### config.mk
export PLATFORM = sky130hd
export DESIGN_NAME = inst_encoder
export DESIGN_NICKNAME = d
export VERILOG_FILES = /design/src/rtl/inst_encoder.sv
export SDC_FILE = /design/constraint.sdc
export NUM_CORES = 1
export LEC_CHECK = 0
export ABC_AREA = 1
export BUFFER_PORTS_ARGS = -buffer_cell sky130_fd_sc_hd__clkbuf_2
export CORE_AREA = 2 2 106 108
export CTS_CLUSTER_DIAMETER = 120
export DETAILED_ROUTE_END_ITERATION = 10
export DIE_AREA = 0 0 108 110
export HOLD_SLACK_MARGIN = 0.08
export PLACE_DENSITY_LB_ADDON = 0.08
export SKIP_LAST_GASP = 1
export SLEW_MARGIN = 20
export SYNTH_ARGS = -nofsm -noshare
export SYNTH_HDL_FRONTEND = slang
export SYNTH_SLANG_ARGS = --single-unit
### constraint.sdc
create_clock -name clk -period 5.1 [get_ports clk]
set_clock_uncertainty 0.15 [all_clocks]
set_input_delay 0.51 -clock clk [delete_from_list [all_inputs] [get_ports clk]]
set_output_delay 0.51 -clock clk [all_outputs]
set_load 0.02 [all_outputs]
### src/rtl/inst_encoder.sv
// RV32I instruction encoder: packs field descriptors into 32-bit words behind a 2-entry output FIFO.
// Optional immediate range checking is enabled by defining INST_ENC_IMM_CHECK_EN.
module inst_encoder #(
    parameter logic [31:0] BASE_ADDR = 32'h0000_0000,
    parameter logic [31:0] ADDR_STEP = 32'd4
) (
    input  logic        clk,
    input  logic        rst,
    input  logic        restart,
    input  logic        in_valid,
    output logic        in_ready,
    input  logic [2:0]  in_fmt,
    input  logic [6:0]  in_opcode,
    input  logic [4:0]  in_rd,
    input  logic [4:0]  in_rs1,
    input  logic [4:0]  in_rs2,
    input  logic [2:0]  in_funct3,
    input  logic [6:0]  in_funct7,
    input  logic [31:0] in_imm,
    output logic        out_valid,
    input  logic        out_ready,
    output logic [31:0] out_inst,
    output logic [31:0] out_addr,
    output logic        out_err,
    output logic [7:0]  err_cnt
);

    localparam logic [31:0] NOP = 32'h0000_0013;

    logic [31:0] mem_inst [2];
    logic        mem_err  [2];
    logic        wr_ptr;
    logic        rd_ptr;
    logic [1:0]  count;
    logic        ready_en;
    logic        push;
    logic        pop;
    logic [31:0] enc_word;
    logic        enc_err;
    logic        fmt_ok;
    logic        imm_ok;

    always_comb begin
        enc_word = NOP;
        fmt_ok   = 1'b1;
        case (in_fmt)
            3'd0: enc_word = {in_funct7, in_rs2, in_rs1, in_funct3, in_rd, in_opcode};
            3'd1: enc_word = {in_imm[11:0], in_rs1, in_funct3, in_rd, in_opcode};
            3'd2: enc_word = {in_imm[11:5], in_rs2, in_rs1, in_funct3, in_imm[4:0], in_opcode};
            3'd3: enc_word = {in_imm[12], in_imm[10:5], in_rs2, in_rs1, in_funct3,
                              in_imm[4:1], in_imm[11], in_opcode};
            3'd4: enc_word = {in_imm[31:12], in_rd, in_opcode};
            3'd5: enc_word = {in_imm[20], in_imm[10:1], in_imm[11], in_imm[19:12], in_rd, in_opcode};
            default: fmt_ok = 1'b0;
        endcase
    end

`ifdef INST_ENC_IMM_CHECK_EN
    // A signed range [-2^k, 2^k-1] holds exactly when all bits above bit k-1 equal the sign bit.
    always_comb begin
        imm_ok = 1'b1;
        case (in_fmt)
            3'd1, 3'd2: imm_ok = (in_imm[31:11] == '0) || (in_imm[31:11] == '1);
            3'd3: imm_ok = ((in_imm[31:12] == '0) || (in_imm[31:12] == '1)) && !in_imm[0];
            3'd4: imm_ok = (in_imm[11:0] == '0);
            3'd5: imm_ok = ((in_imm[31:20] == '0) || (in_imm[31:20] == '1)) && !in_imm[0];
            default: imm_ok = 1'b1;
        endcase
    end
`else
    assign imm_ok = 1'b1;
`endif

    assign enc_err   = !(fmt_ok && imm_ok);
    assign out_valid = (count != 2'd0);
    assign in_ready  = ready_en && !restart && ((count != 2'd2) || (out_valid && out_ready));
    assign push      = in_valid && in_ready;
    assign pop       = out_valid && out_ready && !restart;
    assign out_inst  = out_valid ? mem_inst[rd_ptr] : 32'h0;
    assign out_err   = out_valid ? mem_err[rd_ptr] : 1'b0;

    // Push and pop may share a slot when full; the head is read before being overwritten.
    always_ff @(posedge clk or posedge rst) begin
        if (rst) begin
            mem_inst[0] <= '0;
            mem_inst[1] <= '0;
            mem_err[0]  <= 1'b0;
            mem_err[1]  <= 1'b0;
            wr_ptr      <= 1'b0;
            rd_ptr      <= 1'b0;
            count       <= 2'd0;
            ready_en    <= 1'b0;
            out_addr    <= BASE_ADDR;
            err_cnt     <= 8'd0;
        end else begin
            ready_en <= 1'b1;
            if (restart) begin
                wr_ptr   <= 1'b0;
                rd_ptr   <= 1'b0;
                count    <= 2'd0;
                out_addr <= BASE_ADDR;
            end else begin
                if (push) begin
                    mem_inst[wr_ptr] <= enc_err ? NOP : enc_word;
                    mem_err[wr_ptr]  <= enc_err;
                    wr_ptr           <= ~wr_ptr;
                    if (enc_err && err_cnt != 8'hFF)
                        err_cnt <= err_cnt + 8'd1;
                end
                if (pop) begin
                    rd_ptr   <= ~rd_ptr;
                    out_addr <= out_addr + ADDR_STEP;
                end
                if (push && !pop)
                    count <= count + 2'd1;
                else if (pop && !push)
                    count <= count - 2'd1;
            end
        end
    end

endmodule
==> reports/qor.txt <==
Status: finished clean
Drt via density: 5.23
Worst min path class: input port to async pin
Commonest non-fill, non-tap cells in the layout: 279 x nand2_1, 144 x clkbuf_2, 108 x dfrtp_1
CP Class: flip-flop to output pin
Tot GR Track Use: 25.2%
Commonest non-fill, non-tap cell in the layout: nand2_1
Iter 0 DRT Violations: 373
Highest net fanout along the worst path: 33
CP arrival: 2.46 ns
Worst Setup Start Kind: flip-flop
Yosys cell types: 42
Nets: 1032
Layout cells sized above 1: 20.1%
RSZ-0062 raised after global routing: no
Post-synth EDFFs: 0
Ys Warns: 0
CTS clk-pin slew, worst paths: 0.11 ns
Die width: 108 µm
Register area share after synthesis: 45.0%
# hold bufs at CTS: 0
Routed WL: 14.9 mm
# port buffers: 144
Rel. slew slack: 28.2%
DRC: 0
DRT antenna net count: 0
Synthesis-to-finish area growth: 14.8%
H-Tree Depth: 3
Post-route core utilization: 65.0%
Antenna diodes: 0
Min Tclk post-route: 3.12 ns
Setup-failing EPs final: 0
Initial antenna violation count: 0
First-pass DRT Iterations: 5
Synth Flop Type: dfrtp_1
First-pass GRT wire length: 23.9 mm
Initial Util: 56.6%
Routed length per instance: 13.5 µm
CTS Root Cell: clkbuf_8
Crit path capture type: output pin
Die height: 110 µm
CTS tree: yes
TritonCTS buffer count: 9
Syn Inst Count: 834
Row count: 38
P_leak: 3.73 nW
R2R depth: 7
Postcts setup bufs: 0
Via count: 5774
Die area: 11900 µm²
Skew-Pair Late Insertion Delay: 0.38 ns
CP required: 4.44 ns
Measured slew at the worst slew-check pin: 1.08 ns
Largest net degree at the start of global routing: 79
Final Slew Violations: 0
Period utilization: 61.1%
Max Clk Rate: 0.321 GHz
Remaining global-route overflow: 0
Placer Congestion: 0.875
Vias in the first global route: 5095
Seq cells post-synth: 109
Synthesized area per cell: 7.26 µm²
Async set or reset register ratio after synthesis: 100%
P per Cell Area: 398 nW/µm²
Maxcap violations: 0
HPWL after DPL: 10.6 mm
Final Hold Fails: 0
CTS Sinks: 109
Mapped Area: 6060 µm²
Post-cts resize count: 0
Setup_tns: 0 ns
Maximum VDD drop: 0.234 mV
IO Count: 147
Core area: 10700 µm²
Clock tree buffer depth: 2
==> flip-flops by register name, indices dropped and copies added (netlist names) <==
signal,cells
out_addr,30
rd_ptr,1
ready_en,1
mem_inst,64
mem_err,2
err_cnt,8
wr_ptr,1
count,2
==> area by class of cell <==
cell class,instances,area [µm²]
fillers,1009,3750
flip-flops and latches,109,2730
multi-input cells,587,2720
repair buffers,145,728
inverters,106,405
well taps,140,175
clock buffers,11,151
clock inverters,5,40.0
==> stage by stage <==
| step | setup WS, ns | instances | hold slack [ns] | area, µm² | power (W) |
|---|---|---|---|---|---|
| 2_1_floorplan | 1.57 | 835 | 0.287 | 6060 | 0.00194 |
| 3_3_place_gp | 2.22 | 1087 | 0.300 | 6760 | 0.00223 |
| 3_5_place_dp | 2.09 | 1087 | 0.303 | 6760 | 0.00226 |
| 4_1_cts | 1.98 | 1103 | 0.218 | 6950 | 0.00278 |
| 5_1_grt | 1.81 | 1103 | 0.271 | 6950 | 0.00296 |
| 6_report | 1.98 | 1103 | 0.168 | 6950 | 0.00277 |
==> critical path, cell delays in order, from the launching register on <==
cell and delay [ns]:
dfrtp_1 0.47, inv_1 0.10, nand2_1 0.78, o21ai_0 0.25, a21oi_1 0.25, clkbuf_2 0.21
==> kinds of logic (layout without fill, tap and decap cells) <==
group,count (synthesis),in the layout,synth area share (%)
AND/OR/NAND/NOR,428,428,30.7
other,2,3,0.124
buffers and inverters,139,267,10.1
AO/OA/AOI/OAI,149,149,12.9
flip-flops,109,109,45.0
XOR/XNOR,5,5,0.723
adder cells (fa/ha/maj),2,2,0.413
==> cells in the mapped netlist, types with 2 or more instances <==
cell        n  area share, %
a21oi_1    45            3.7
nand2_4     2           0.37
or2_2       3           0.31
o21ai_0    60            5.0
o21ai_1    30            2.5
ha_1        2           0.41
inv_1      97            6.0
dfrtp_1   109             45
a31oi_1     3           0.31
nand3_1    44            3.6
inv_2       7           0.43
nor3_1      7           0.58
buf_2       6           0.50
buf_4       6           0.74
xor2_1      5           0.72
o211ai_1    4           0.50
nor2_4      6            1.1
conb_1      2           0.12
nor2_8      2           0.66
nor2_2      4           0.41
nand4_1    10            1.0
nand2_1   279             17
nor2_1     63            3.9
clkbuf_1   13           0.81
nand3_2     2           0.33
buf_6       7            1.3
==> report_power, final <==
group | switching (W) | total (W) | internal, W | leakage, nW
combinational | 0.000662 | 0.000986 | 0.000324 | 2.24
sequential | 0.000155 | 0.00126 | 0.00110 | 1.39
clock | 0.000315 | 0.000526 | 0.000210 | 0.101
==> layer usage <==
metal	GRT usage, %	up-vias	wire length, µm
met4	7.42	0	163
met3	3.70	18	860
met1	35.9	2699	6840
met5	0	-	0
li1	-	2871	-
met2	40.3	186	7000
==> path summary, 6_finish.rpt <==
kind | start | endpoint | slack, ns
min in group clk | in_opcode[2] | mem_inst[34] | 0.27
max in group asynchronous | rst | mem_inst[56] | 3.63
min | rst | err_cnt[1] | 0.17
max | count[1] | out_inst[16] | 1.98
max reg2reg | count[0] | mem_inst[52] | 2.65
min reg2reg | mem_inst[51] | mem_inst[51] | 0.32
Power figures use the tool's default switching activity.
